## src/rtl/wb_cmd_master_if.sv

```systemverilog
// Command port plus Wishbone pipelined bus bundle for wb_cmd_master.
// The master modport is the initiator's view; the slave modport is the bus/command-source view.
interface wb_cmd_master_if #(
    parameter int AW = 32,
    parameter int DW = 32
);
    logic              cmd_valid;
    logic              cmd_ready;
    logic              cmd_we;
    logic [AW-1:0]     cmd_addr;
    logic [DW-1:0]     cmd_data;
    logic [DW/8-1:0]   cmd_sel;
    logic              rsp_valid;
    logic [DW-1:0]     rsp_data;
    logic              rsp_err;
    logic              o_wb_cyc;
    logic              o_wb_stb;
    logic              o_wb_we;
    logic [AW-1:0]     o_wb_addr;
    logic [DW-1:0]     o_wb_data;
    logic [DW/8-1:0]   o_wb_sel;
    logic              i_wb_stall;
    logic              i_wb_ack;
    logic [DW-1:0]     i_wb_data;

    modport master (
        input  cmd_valid, cmd_we, cmd_addr, cmd_data, cmd_sel,
        input  i_wb_stall, i_wb_ack, i_wb_data,
        output cmd_ready, rsp_valid, rsp_data, rsp_err,
        output o_wb_cyc, o_wb_stb, o_wb_we, o_wb_addr, o_wb_data, o_wb_sel
    );

    modport slave (
        output cmd_valid, cmd_we, cmd_addr, cmd_data, cmd_sel,
        output i_wb_stall, i_wb_ack, i_wb_data,
        input  cmd_ready, rsp_valid, rsp_data, rsp_err,
        input  o_wb_cyc, o_wb_stb, o_wb_we, o_wb_addr, o_wb_data, o_wb_sel
    );
endinterface

```

## src/rtl/wb_cmd_master.sv

```systemverilog
// Wishbone pipelined initiator: one bus transaction per local command, with read-data
// return and a cycle-count timeout abort.
//
// state | meaning
// IDLE  | cmd_ready high, waiting for a command
// REQ   | cyc/stb high, waiting for the slave to drop stall
// WAIT  | request accepted, cyc high, waiting for ack
// RESP  | one-cycle rsp_valid pulse, bus released
module wb_cmd_master #(
    parameter int AW      = 32,
    parameter int DW      = 32,
    parameter int TIMEOUT = 255
) (
    input  logic               clk,
    input  logic               reset,
    wb_cmd_master_if.master    bus
);
    typedef enum logic [1:0] {IDLE, REQ, WAIT, RESP} state_t;

    localparam logic [16:0] TMO_LIMIT = 17'(TIMEOUT);

    state_t            state, state_nxt;
    logic [15:0]       tmo_cnt, tmo_cnt_nxt;
    logic [16:0]       tmo_inc;
    logic              tmo_hit;
    logic              fin_ok, fin_tmo;
    logic              ready_nxt, rsp_valid_nxt, rsp_err_nxt;
    logic [DW-1:0]     rsp_data_nxt;
    logic              cyc_nxt, stb_nxt, we_nxt;
    logic [AW-1:0]     addr_nxt;
    logic [DW-1:0]     wdata_nxt;
    logic [DW/8-1:0]   sel_nxt;

    assign tmo_inc = {1'b0, tmo_cnt} + 17'd1;
    assign tmo_hit = (tmo_inc == TMO_LIMIT);

    always_comb begin
        state_nxt     = state;
        tmo_cnt_nxt   = tmo_cnt;
        ready_nxt     = bus.cmd_ready;
        rsp_valid_nxt = 1'b0;
        rsp_err_nxt   = bus.rsp_err;
        rsp_data_nxt  = bus.rsp_data;
        cyc_nxt       = bus.o_wb_cyc;
        stb_nxt       = bus.o_wb_stb;
        we_nxt        = bus.o_wb_we;
        addr_nxt      = bus.o_wb_addr;
        wdata_nxt     = bus.o_wb_data;
        sel_nxt       = bus.o_wb_sel;
        fin_ok        = 1'b0;
        fin_tmo       = 1'b0;

        case (state)
            IDLE: begin
                if (bus.cmd_valid) begin
                    we_nxt      = bus.cmd_we;
                    addr_nxt    = bus.cmd_addr;
                    wdata_nxt   = bus.cmd_data;
                    sel_nxt     = bus.cmd_sel;
                    cyc_nxt     = 1'b1;
                    stb_nxt     = 1'b1;
                    ready_nxt   = 1'b0;
                    tmo_cnt_nxt = '0;
                    state_nxt   = REQ;
                end
            end
            REQ: begin
                tmo_cnt_nxt = tmo_inc[15:0];
                // an ack is only meaningful once the request has been taken (stall low)
                if (!bus.i_wb_stall) begin
                    stb_nxt = 1'b0;
                    if (bus.i_wb_ack)  fin_ok    = 1'b1;
                    else if (tmo_hit)  fin_tmo   = 1'b1;
                    else               state_nxt = WAIT;
                end else if (tmo_hit) begin
                    fin_tmo = 1'b1;
                end
            end
            WAIT: begin
                tmo_cnt_nxt = tmo_inc[15:0];
                if (bus.i_wb_ack)  fin_ok  = 1'b1;
                else if (tmo_hit)  fin_tmo = 1'b1;
            end
            RESP: begin
                state_nxt    = IDLE;
                ready_nxt    = 1'b1;
                rsp_err_nxt  = 1'b0;
                rsp_data_nxt = '0;
            end
            default: state_nxt = IDLE;
        endcase

        // ack has priority over a timeout landing on the same edge
        if (fin_ok || fin_tmo) begin
            state_nxt     = RESP;
            cyc_nxt       = 1'b0;
            stb_nxt       = 1'b0;
            rsp_valid_nxt = 1'b1;
            rsp_err_nxt   = fin_tmo;
            rsp_data_nxt  = (fin_ok && !bus.o_wb_we) ? bus.i_wb_data : '0;
        end
    end

    always_ff @(posedge clk or posedge reset) begin
        if (reset) begin
            state         <= IDLE;
            tmo_cnt       <= '0;
            bus.cmd_ready <= 1'b1;
            bus.rsp_valid <= 1'b0;
            bus.rsp_err   <= 1'b0;
            bus.rsp_data  <= '0;
            bus.o_wb_cyc  <= 1'b0;
            bus.o_wb_stb  <= 1'b0;
            bus.o_wb_we   <= 1'b0;
            bus.o_wb_addr <= '0;
            bus.o_wb_data <= '0;
            bus.o_wb_sel  <= '0;
        end else begin
            state         <= state_nxt;
            tmo_cnt       <= tmo_cnt_nxt;
            bus.cmd_ready <= ready_nxt;
            bus.rsp_valid <= rsp_valid_nxt;
            bus.rsp_err   <= rsp_err_nxt;
            bus.rsp_data  <= rsp_data_nxt;
            bus.o_wb_cyc  <= cyc_nxt;
            bus.o_wb_stb  <= stb_nxt;
            bus.o_wb_we   <= we_nxt;
            bus.o_wb_addr <= addr_nxt;
            bus.o_wb_data <= wdata_nxt;
            bus.o_wb_sel  <= sel_nxt;
        end
    end
endmodule
```

## src/flat_wrapper.sv

```systemverilog
// flat-port wrapper written by rule: the top's interface ports become plain ports
module wb_cmd_master_flat 
#(
    parameter int AW      = 32,
    parameter int DW      = 32,
    parameter int TIMEOUT = 255
)
  (clk, reset, bus_cmd_valid, bus_cmd_we, bus_cmd_addr, bus_cmd_data, bus_cmd_sel, bus_i_wb_stall, bus_i_wb_ack, bus_i_wb_data, bus_cmd_ready, bus_rsp_valid, bus_rsp_data, bus_rsp_err, bus_o_wb_cyc, bus_o_wb_stb, bus_o_wb_we, bus_o_wb_addr, bus_o_wb_data, bus_o_wb_sel);
  wb_cmd_master_if #(.AW(AW), .DW(DW)) bus_i ();
  input  logic clk;
  input  logic reset;
  input wire logic [$bits(bus_i.cmd_valid)-1:0] bus_cmd_valid;
  input wire logic [$bits(bus_i.cmd_we)-1:0] bus_cmd_we;
  input wire logic [$bits(bus_i.cmd_addr)-1:0] bus_cmd_addr;
  input wire logic [$bits(bus_i.cmd_data)-1:0] bus_cmd_data;
  input wire logic [$bits(bus_i.cmd_sel)-1:0] bus_cmd_sel;
  input wire logic [$bits(bus_i.i_wb_stall)-1:0] bus_i_wb_stall;
  input wire logic [$bits(bus_i.i_wb_ack)-1:0] bus_i_wb_ack;
  input wire logic [$bits(bus_i.i_wb_data)-1:0] bus_i_wb_data;
  output wire logic [$bits(bus_i.cmd_ready)-1:0] bus_cmd_ready;
  output wire logic [$bits(bus_i.rsp_valid)-1:0] bus_rsp_valid;
  output wire logic [$bits(bus_i.rsp_data)-1:0] bus_rsp_data;
  output wire logic [$bits(bus_i.rsp_err)-1:0] bus_rsp_err;
  output wire logic [$bits(bus_i.o_wb_cyc)-1:0] bus_o_wb_cyc;
  output wire logic [$bits(bus_i.o_wb_stb)-1:0] bus_o_wb_stb;
  output wire logic [$bits(bus_i.o_wb_we)-1:0] bus_o_wb_we;
  output wire logic [$bits(bus_i.o_wb_addr)-1:0] bus_o_wb_addr;
  output wire logic [$bits(bus_i.o_wb_data)-1:0] bus_o_wb_data;
  output wire logic [$bits(bus_i.o_wb_sel)-1:0] bus_o_wb_sel;
  assign bus_i.cmd_valid = bus_cmd_valid;
  assign bus_i.cmd_we = bus_cmd_we;
  assign bus_i.cmd_addr = bus_cmd_addr;
  assign bus_i.cmd_data = bus_cmd_data;
  assign bus_i.cmd_sel = bus_cmd_sel;
  assign bus_i.i_wb_stall = bus_i_wb_stall;
  assign bus_i.i_wb_ack = bus_i_wb_ack;
  assign bus_i.i_wb_data = bus_i_wb_data;
  assign bus_cmd_ready = bus_i.cmd_ready;
  assign bus_rsp_valid = bus_i.rsp_valid;
  assign bus_rsp_data = bus_i.rsp_data;
  assign bus_rsp_err = bus_i.rsp_err;
  assign bus_o_wb_cyc = bus_i.o_wb_cyc;
  assign bus_o_wb_stb = bus_i.o_wb_stb;
  assign bus_o_wb_we = bus_i.o_wb_we;
  assign bus_o_wb_addr = bus_i.o_wb_addr;
  assign bus_o_wb_data = bus_i.o_wb_data;
  assign bus_o_wb_sel = bus_i.o_wb_sel;
  wb_cmd_master #(.AW(AW), .DW(DW), .TIMEOUT(TIMEOUT)) u_core (.clk(clk), .reset(reset), .bus(bus_i));
endmodule
```

## config.mk

```make
export PLATFORM = sky130hd
export DESIGN_NAME = wb_cmd_master_flat
export DESIGN_NICKNAME = d
export VERILOG_FILES = /design/src/rtl/wb_cmd_master_if.sv /design/src/rtl/wb_cmd_master.sv /design/src/flat_wrapper.sv
export SDC_FILE = /design/constraint.sdc
export NUM_CORES = 1
export LEC_CHECK = 0
export CAP_MARGIN = 20
export CORE_ASPECT_RATIO = 0.8
export CORE_MARGIN = 8
export CORE_UTILIZATION = 44
export CTS_CLUSTER_SIZE = 20
export DETAILED_ROUTE_END_ITERATION = 8
export PLACE_DENSITY = 0.77
export SLEW_MARGIN = 5
export SYNTH_ARGS = -nofsm -noshare
export SYNTH_HDL_FRONTEND = slang
export SYNTH_SLANG_ARGS = --single-unit
```

## constraint.sdc

```tcl
create_clock -name clk -period 9.1 [get_ports clk]
set_input_delay 0.91 -clock clk [delete_from_list [all_inputs] [get_ports clk]]
set_output_delay 0.91 -clock clk [all_outputs]
set_load 0.05 [all_outputs]
```

# Yosys cells after proc, flatten, opt, wreduce, memory -nomap -nowiden
# Index checks and enable logic that the tools add are counted.
totals:
  register_bits: 124
  input_bits: 106
classes:
  muxes: 29
  n_eq_ne: 9
  addsub: 1
  reduce_logical: 18
op_table:
  columns: ["op", "n"]
  rows:
  - ["$mux 32", 3]
  - ["$pmux 16 s2", 1]
  - ["$add 16x1->17 const B", 1]
  - ["$eq 17x8->1 const B", 1]
  - ["$mux 16", 1]
  - ["$mux 1", 14]
  - ["$mux 2", 5]
  - ["$reduce_bool 2->1", 5]
  - ["$ne 3x2->1 const B", 3]
  - ["$pmux 1 s2", 4]
  - ["$reduce_and 2->1", 4]
  - ["$pmux 2 s3", 1]
  - ["$reduce_and 5->1", 1]
  - ["$eq 2x2->1 const B", 2]
  - ["$reduce_bool 4->1", 1]
  - ["$ne 3x3->1 const B", 1]
  - ["$reduce_and 3->1", 1]
  - ["$reduce_bool 3->1", 1]
  - ["$eq 2x1->1 const B", 1]
  - ["$logic_not 2->1", 1]
  - ["$ne 2x2->1 const B", 1]
  - ["$reduce_or 2->1", 1]
  - ["$logic_and 1x1->1", 1]
  - ["$logic_not 1->1", 1]
  - ["$logic_or 1x1->1", 1]

# Depth between registers and ports, before layout
# Gate-level depths: netlist of run 1.
logic_depth:
  depth_word: 9
  ltp_mapped: 11

# Worst setup path after synthesis of run 1
# OpenSTA, ideal clock, no wires.
synth_path:
  kind: "register -> register"
  start: "register u_core.tmo_cnt[0]"
  end: "register u_core.bus.rsp_data[0]"
  slack_ps: 6283
  t_required_ps: 8979
  arrival_ps: 2696
  stages_incl_launch_ff: 11
  path_cell_list: "dfrtp_1 > ha_1 > nand3_4 > nor4_1 > xor2_1 > a211o_1 > or4_4 > and3b_1 > buf_6 > buf_8 > a22o_1"
synth_between:
  elab_chain_cells: 8
synth_lines:
  columns: ["item", "line_no", "rtl"]
  rows:
  - ["start, declared", "wb_cmd_master.sv:23", "logic [15:0] tmo_cnt, tmo_cnt_nxt;"]
  - ["start signal, assigned", "wb_cmd_master.sv:120", "tmo_cnt <= tmo_cnt_nxt;"]
  - ["$add 16x1->17 (*)", "wb_cmd_master.sv:34", "assign tmo_inc = {1'b0, tmo_cnt} + 17'd1;"]
  - ["$eq 17x8->1 (*)", "wb_cmd_master.sv:35", "assign tmo_hit = (tmo_inc == TMO_LIMIT);"]
  - ["$mux 1 (*)", "wb_cmd_master.sv:73, wb_cmd_master.sv:75, wb_cmd_master.sv:82", null]
  - ["$mux 1", "wb_cmd_master.sv:81", "if (bus.i_wb_ack) fin_ok = 1'b1;"]
  - ["$mux 1", "wb_cmd_master.sv:70", "if (!bus.i_wb_stall) begin"]
  - ["$pmux 1 s2 (*)", "wb_cmd_master.sv:53", "case (state)"]
  - ["$logic_or 1x1->1 (*)", "wb_cmd_master.sv:94", "if (fin_ok || fin_tmo) begin"]
  - ["$mux 32 or $reduce_bool 2->1 (tied branches)", null, null]
  - ["end signal, assigned", "wb_cmd_master.sv:124", "bus.rsp_data <= rsp_data_nxt;"]
  - ["end, declared", "wb_cmd_master_if.sv:29", "output cmd_ready, rsp_valid, rsp_data, rsp_err,"]
# Mark *: on every way between the ends. The rest lies on a longest branch, timed or not.
# A chain may end at the register's enable or synchronous reset.

# Worst setup path after layout of run 1
layout_path:
  start: "register u_core.tmo_cnt[1]"
  end: "register u_core.bus.rsp_data[19]"
# Same word-level chain as after synthesis.

==> flow_summary.ini, run 1 <==
[outcome]
outcome = completed

[final_layout]
n_antenna_cell = 0
areaGrowthSynthToFinish_pct = 53.63
layout.cell_area.non_filler_sq_mm = 0.008097
final_core_util_pct = 69.77
nNetsFinal = 725
layout-drive-gt1-share_pct = 19.65

[place]
gpl.final_weighted_congestion = 0.8347
detailedPlacementHpwl_um = 11070
place.port_buffers = 211
detailed_place.area_sq_mm = 0.007458

[detailed_routing]
drt_pass1_iterations = 4
detail_route.wl_per_cell_um = 19.56
route.detailed.vias_per_inst = 5.332
drc = 0
finalWirelength_um = 15140
via_count = 4127
antenna_violating_nets_post_route = 0
detail_route.iter0.violations = 276

[floorplan]
fp.dieW_um = 138.4
initial_utilization_pct = 45.41
dieHeight_um = 113.9
std_cell_rows = 35
core_box_area_sq_mm = 0.01160
floorplan.die_area_sq_mm = 0.01576
floorplan.io_pins = 212

[sta]
finClkSkew_ns = 0.009461
slew_viol_final = 0
final.hold.worst_slack_ns = 0.4981
setup_repair_after_global_routing_missed_its_margin = no
final_min_period_over_clock_period_pct = 35.36
worst_pin_slew_ns = 0.9110
period_needed_ns = 3.218
achievable-frequency_mhz = 310.8
fin_setup_tns_ns = 0
setup_viol = 0
worst_slew_margin_rel_pct = 39.27
hold_viol_final = 0

[global_routing]
largest_net_degree_at_the_start_of_global_routing = 85
track_usage_pct = 18.89
grt_overflow = 0
first_pass_grt_wire_length_um = 23820
grt_pass1_vias = 4242
initial_antenna_violation_count = 0

[clocking]
postCtsSetupRepairBufs = 0
clockRootBuffer = clkbuf_16
cts_max_level = 4
clk_latency_ns = 0.41
cts_tree = done
cts_inserted_buffers = 17
cts_repair_resize_count = 0
numClockSinks = 124
clk_transition_reported_paths_ns = 0.06
cts-hold-fix-buffers = 0
cts-root-to-sink-buffers = 2

[yosys]
synth_sequential_area_ratio_pct = 58.90
avgSynthCellArea_sq_um = 13.14
synth_area_sq_mm = 0.005270
ys_warn_count = 0
ys_seq_elements = 124
synthCells = 401
mappedNetlistNets = 513
yosysUniqueCellTypes = 54

[hold_path]
worst_hold_path_type = reg -> reg

[critical_path]
worst-path-max-fanout = 24
critical_path.endpoint_type = flip-flop
data_required_time_at_the_worst_endpoint_ns = 9.38
critical_path_arrival_ns = 3.50
setup_crit_start_kind = flip-flop
timing.setup.critical_path_class = reg -> reg

[power_and_ir_drop]
power_uw = 3562
leakagePower_uw = 0.003424
cellPowerDensity_mw_per_mm2 = 440.0
peakVddDrop_uv = 252.6

[job]
max_cap_viol_count = 0
==> power by group <==
part	leakage, uW	internal (uW)	total [uW]	switching [uW]
clock	0.000268	396	656	260
sequential	0.00156	800	952	152
combinational	0.00160	703	1950	1250
total	0.00342	1900	3560	1660
==> cells by family (layout without fill, tap and decap cells) <==
| kind of cell | Yosys count | count (layout) | synth area share [%] |
|---|---|---|---|
| multiplexers | 70 | 70 | 14.93 |
| AO/OA/AOI/OAI | 88 | 88 | 11.92 |
| buffers and inverters | 30 | 255 | 3.276 |
| AND/OR/NAND/NOR | 77 | 77 | 8.547 |
| adder cells (fa/ha/maj) | 6 | 6 | 1.424 |
| XOR/XNOR | 6 | 6 | 0.9971 |
| flip-flops | 124 | 124 | 58.90 |
==> flip-flops by register name, indices dropped and copies added, names as in the netlist <==
name	flops
u_core.bus.cmd_ready	1
u_core.bus.o_wb_addr	32
u_core.bus.o_wb_cyc	1
u_core.bus.o_wb_data	32
u_core.bus.o_wb_sel	4
u_core.bus.o_wb_stb	1
u_core.bus.o_wb_we	1
u_core.bus.rsp_data	32
u_core.bus.rsp_err	1
u_core.bus.rsp_valid	1
u_core.state	2
u_core.tmo_cnt	16
==> placed cells by master, fill, tap and decap left out, types with 2 or more instances in the layout <==
| master | synthesis | final |
|---|---|---|
| a22o_1 | 32 | 32 |
| nor2_1 | 18 | 17 |
| o31ai_1 | 8 | 8 |
| dfrtp_1 | 123 | 123 |
| ha_1 | 6 | 6 |
| inv_1 | 7 | 6 |
| buf_16 | 0 | 2 |
| nor3_1 | 3 | 3 |
| clkbuf_8 | 0 | 2 |
| and3_2 | 2 | 2 |
| nor4b_2 | 2 | 2 |
| nand4_1 | 3 | 3 |
| mux2_2 | 69 | 69 |
| a31oi_1 | 4 | 4 |
| inv_6 | 0 | 5 |
| o21a_1 | 2 | 2 |
| a21oi_1 | 8 | 8 |
| clkbuf_16 | 0 | 17 |
| xor2_1 | 5 | 5 |
| nand2_1 | 17 | 16 |
| o21ai_0 | 22 | 22 |
| nand2b_1 | 2 | 2 |
| nand2_2 | 1 | 2 |
| nor2b_1 | 2 | 2 |
| o41ai_1 | 2 | 2 |
| nor4_1 | 2 | 2 |
| buf_4 | 0 | 2 |
| clkinvlp_4 | 0 | 6 |
| nor3b_1 | 2 | 2 |
| nand3_1 | 10 | 10 |
| nand3_4 | 2 | 2 |
| clkdlybuf4s50_1 | 0 | 211 |
==> critical path, cell delays in order, from the launching register on <==
cell	delay (ns)
dfrtp_1	0.45
ha_1	0.34
nand3_4	0.13
nor4_1	0.48
xor2_1	0.16
a211o_1	0.26
or4_4	0.49
and3b_1	0.36
buf_16	0.24
a22o_1	0.19
==> final timing paths <==
kind | startpoint | endpoint | slack (ns) | depth (start not counted)
min reg2reg | u_core.bus.rsp_data[2] | u_core.bus.rsp_data[2] | 0.50 | 1
max | u_core.tmo_cnt[1] | u_core.bus.rsp_data[19] | 5.88 | 9
min | u_core.bus.rsp_data[2] | u_core.bus.rsp_data[2] | 0.50 | 1
max reg2reg | u_core.tmo_cnt[1] | u_core.bus.rsp_data[19] | 5.88 | 9
max in group asynchronous | reset | u_core.tmo_cnt[10] | 7.16 | 4
min in group asynchronous | reset | u_core.bus.rsp_data[21] | 0.90 | 2
==> cell type report <==
type	instances	area [sq um]
clock buffer	19	452.9
clock inverter	13	130.1
fill	804	3508
inverter	7	28.78
multi-input combinational	247	1998
sequential	124	3104
tap	148	185.2
timing repair buffer	216	2197
==> synth_stat cells, drive strengths merged <==
| cell | instances | area (sq um) |
|---|---|---|
| o311ai | 1 | 8.760 |
| or2 | 1 | 6.260 |
| o31ai | 8 | 60.06 |
| a22o | 32 | 280.3 |
| a21boi | 1 | 7.510 |
| ha | 6 | 75.07 |
| o31a | 1 | 8.760 |
| o41ai | 2 | 17.52 |
| nor2b | 2 | 12.51 |
| nor4b | 2 | 30.03 |
| and3 | 3 | 21.27 |
| nand3b | 1 | 7.510 |
| dfstp | 1 | 26.28 |
| xnor2 | 1 | 8.760 |
| o21bai | 1 | 7.510 |
| dfrtp | 123 | 3078 |
| or3b | 1 | 8.760 |
| nand3 | 12 | 85.08 |
| nand2 | 18 | 70.07 |
| o21ai | 23 | 115.1 |
| or4b | 1 | 10.01 |
| mux2 | 69 | 777.0 |
| a21oi | 9 | 48.80 |
| nor3b | 2 | 15.01 |
| a21o | 1 | 7.510 |
| o21a | 2 | 15.01 |
| or4 | 1 | 11.26 |
| a31oi | 4 | 25.02 |
| a211o | 1 | 8.760 |
| nor3 | 4 | 25.02 |
| nand2b | 2 | 12.51 |
| a31o | 2 | 17.52 |
| nand4 | 4 | 31.28 |
| clkbuf | 9 | 33.78 |
| and3b | 1 | 8.760 |
| xor2 | 5 | 43.79 |
| buf | 14 | 112.6 |
| nor2 | 18 | 67.56 |
| inv | 7 | 26.28 |
| or3 | 1 | 6.260 |
| and4 | 1 | 8.760 |
| nor4 | 2 | 12.51 |
| mux2i | 1 | 10.01 |
==> stage by stage <==
stage | setup WS [ns] | instances
after detailed placement | 5.732 | 740
after global placement | 5.873 | 739
after global routing | 5.608 | 774
after CTS | 5.723 | 772
final | 5.882 | 774
after floorplan | 4.892 | 401
==> metal layers <==
layer,up-vias,global-route usage (%),wire (um)
li1,1899,-,-
met1,2084,22.92,6333
met2,132,31.99,7868
met3,12,5.399,764
met4,0,5.925,173
met5,-,0,0
(Power assumes the default switching activity.)
==> inputs of run 2 (changes only) <==
Settings changed: CORE_UTILIZATION 44 to 39, PLACE_DENSITY 0.77 to 0.72.
Clock period 9.1 ns to 2.9 ns, I/O delays scaled along.
==> flow_summary.ini, run 2 (synthesis results as in run 1) <==
[final_layout]
nNetsFinal = 734
n_antenna_cell = 0
most_used_cells_in_the_layout_excluding_fill_and_tap_cells = clkdlybuf4s50_1, dfrtp_1, mux2_2, a22o_1, o21ai_0
layout.cell_area.non_filler_sq_mm = 0.008239
layout-drive-gt1-share_pct = 20.94
mostFrequentLayoutCell = clkdlybuf4s50_1
final_core_util_pct = 61.67
final_cells = 815
layout.filler_cells = 1028
layout_top_registers = u_core.bus.o_wb_addr x32, u_core.bus.o_wb_data x32, u_core.bus.rsp_data x32
areaGrowthSynthToFinish_pct = 56.34

[sta]
period_needed_ns = 2.702
worst_slew_margin_rel_pct = 47.19
final_min_period_over_clock_period_pct = 93.16
slew_viol_final = 0
setup_repair_after_global_routing_missed_its_margin = no
achievable-frequency_mhz = 370.2
fin_setup_tns_ns = 0
setup_viol = 0
worst_pin_slew_ns = 0.7902
hold_viol_final = 0
finClkSkew_ns = 0.008254

[critical_path]
worst_r2r_endpoint = u_core.bus.rsp_data[25]
worst_setup_path_startpoint = u_core.tmo_cnt[3]
data_required_time_at_the_worst_endpoint_ns = 3.20
crit_chain = buf_4, nand3_4, nor4_1, buf_4, xor2_1, a211o_1, or4_4, and3b_1, buf_12, a22o_1
r2r_setup_slack_ns = 0.20
timing.critical_path.mode_cell = buf_4
critical_path.endpoint_type = flip-flop
rr_worst_depth = 10
setup_crit_start_kind = flip-flop
crit_path_largest_cell_delay_ns = 0.49
setup.worst_path.end = u_core.bus.rsp_data[25]
worst-path-max-fanout = 32
timing.rr.start = u_core.tmo_cnt[3]
timing.setup.critical_path_class = reg -> reg
critical_path_arrival_ns = 3.00
critPathSlowestCell = or4_4

[detailed_routing]
drc = 0
drt_pass1_iterations = 4
via_count = 4081
detail_route.iter0.violations = 182
antenna_violating_nets_post_route = 0
finalWirelength_um = 14680
detail_route.wl_per_cell_um = 18.01
route.detailed.vias_per_inst = 5.007

[floorplan]
fp.dieW_um = 146.0
floorplan.io_pins = 212
floorplan.die_area_sq_mm = 0.01751
initial_utilization_pct = 39.45
dieHeight_um = 120.0
std_cell_rows = 38
core_box_area_sq_mm = 0.01336

[place]
detailedPlacementHpwl_um = 10750
gpl.final_weighted_congestion = 0.8521
detailed_place.area_sq_mm = 0.007630
place_inst = 783
place.port_buffers = 211

[clocking]
cts-root-to-sink-buffers = 2
cts_tree = done
cts_inserted_buffers = 17
clk_latency_ns = 0.41
numClockSinks = 124
cts_max_level = 4
cts-hold-fix-buffers = 0
clockRootBuffer = clkbuf_16
clk_transition_reported_paths_ns = 0.05

[power_and_ir_drop]
leakagePower_uw = 0.003494
cellPowerDensity_mw_per_mm2 = 1361
peakVddDrop_uv = 835.5
power_uw = 11210

[global_routing]
initial_antenna_violation_count = 0
largest_net_degree_at_the_start_of_global_routing = 71
first_pass_grt_wire_length_um = 23490
track_usage_pct = 17.03
grt_pass1_vias = 4281
grt_overflow = 0

[hold_path]
worst_hold_path_type = in -> async

[job]
max_cap_viol_count = 0

[outcome]
outcome = completed
## run 2: cell count changes in the layout (fill, tap and decap cells not counted), sizes merged
cell / change
buf: +9
bufinv: +1
clkbuf: +4
clkinv: +5
clkinvlp: -3
inv: -7
## run 2: layout make-up
cell class,instances,area [sq um],area share (%)
clock buffer,23,488.0,5.923
timing repair buffer,225,2267,27.52
tap,180,225.2,2.733
inverter,7,30.03,0.3645
clock inverter,9,111.4,1.352
multi-input combinational,247,2012,24.42
sequential,124,3105,37.69
## run 2: report_power, final
group | switching (uW) | internal (uW)
sequential | 436 | 2510
clock | 747 | 1360
combinational | 3930 | 2230
## run 2: through the flow
stage | setup WS (ns) | hold slack (ns)
after floorplan | 0.08289 | 0.4299
after CTS | 0.1575 | 0.3078
after global routing | 0.04660 | 0.3379
final | 0.1984 | 0.2995
after detailed placement | 0.1780 | 0.4823
after global placement | 0.2465 | 0.4815
## run 2: worst min path at each step
| stage | from | end | slack (ns) | cells after the start |
|---|---|---|---|---|
| 2_1_floorplan | bus_i_wb_data[0] | u_core.bus.rsp_data[0] | 0.43 | 1 |
| 4_1_cts | reset | u_core.bus.o_wb_addr[30] | 0.31 | 2 |
| 3_5_place_dp | u_core.bus.rsp_data[12] | u_core.bus.rsp_data[12] | 0.48 | 1 |
| 5_1_grt | reset | u_core.bus.o_wb_addr[30] | 0.34 | 2 |
| 3_3_place_gp | u_core.bus.rsp_data[18] | u_core.bus.rsp_data[18] | 0.48 | 1 |
| 6_report | reset | u_core.bus.o_wb_sel[1] | 0.30 | 2 |
## run 2: repair_timing
item                                    4_1_cts  5_1_grt
gates resized for setup                       0        3
endpoints found under the setup margin        0       28
endpoints found under the hold margin         0        0
buffers inserted                              0        0
## run 2: worst max-delay path: cells and delay by family (launching register included)
kind	cells	cell delay, ns
AO/OA/AOI/OAI	2	0.44
XOR/XNOR	1	0.08
buffers and inverters	3	0.55
flip-flops	1	0.45
AND/OR/NAND/NOR	4	1.07
## run 2: per-layer routing
layer	vias up	part of all wire, %	global-route usage (%)
met3	18	7.2	5.907
met4	0	1.5	7.333
li1	1911	-	-
met2	151	48	26.51
met1	2001	44	21.26
met5	-	0	0
==> inputs of run 3 (changes only) <==
Settings changed: HOLD_SLACK_MARGIN set to 0.06, SKIP_CTS_REPAIR_TIMING set to 1.
==> results of run 3 <==
No change in the layout: final DEF, timing and power equal those of run 2.
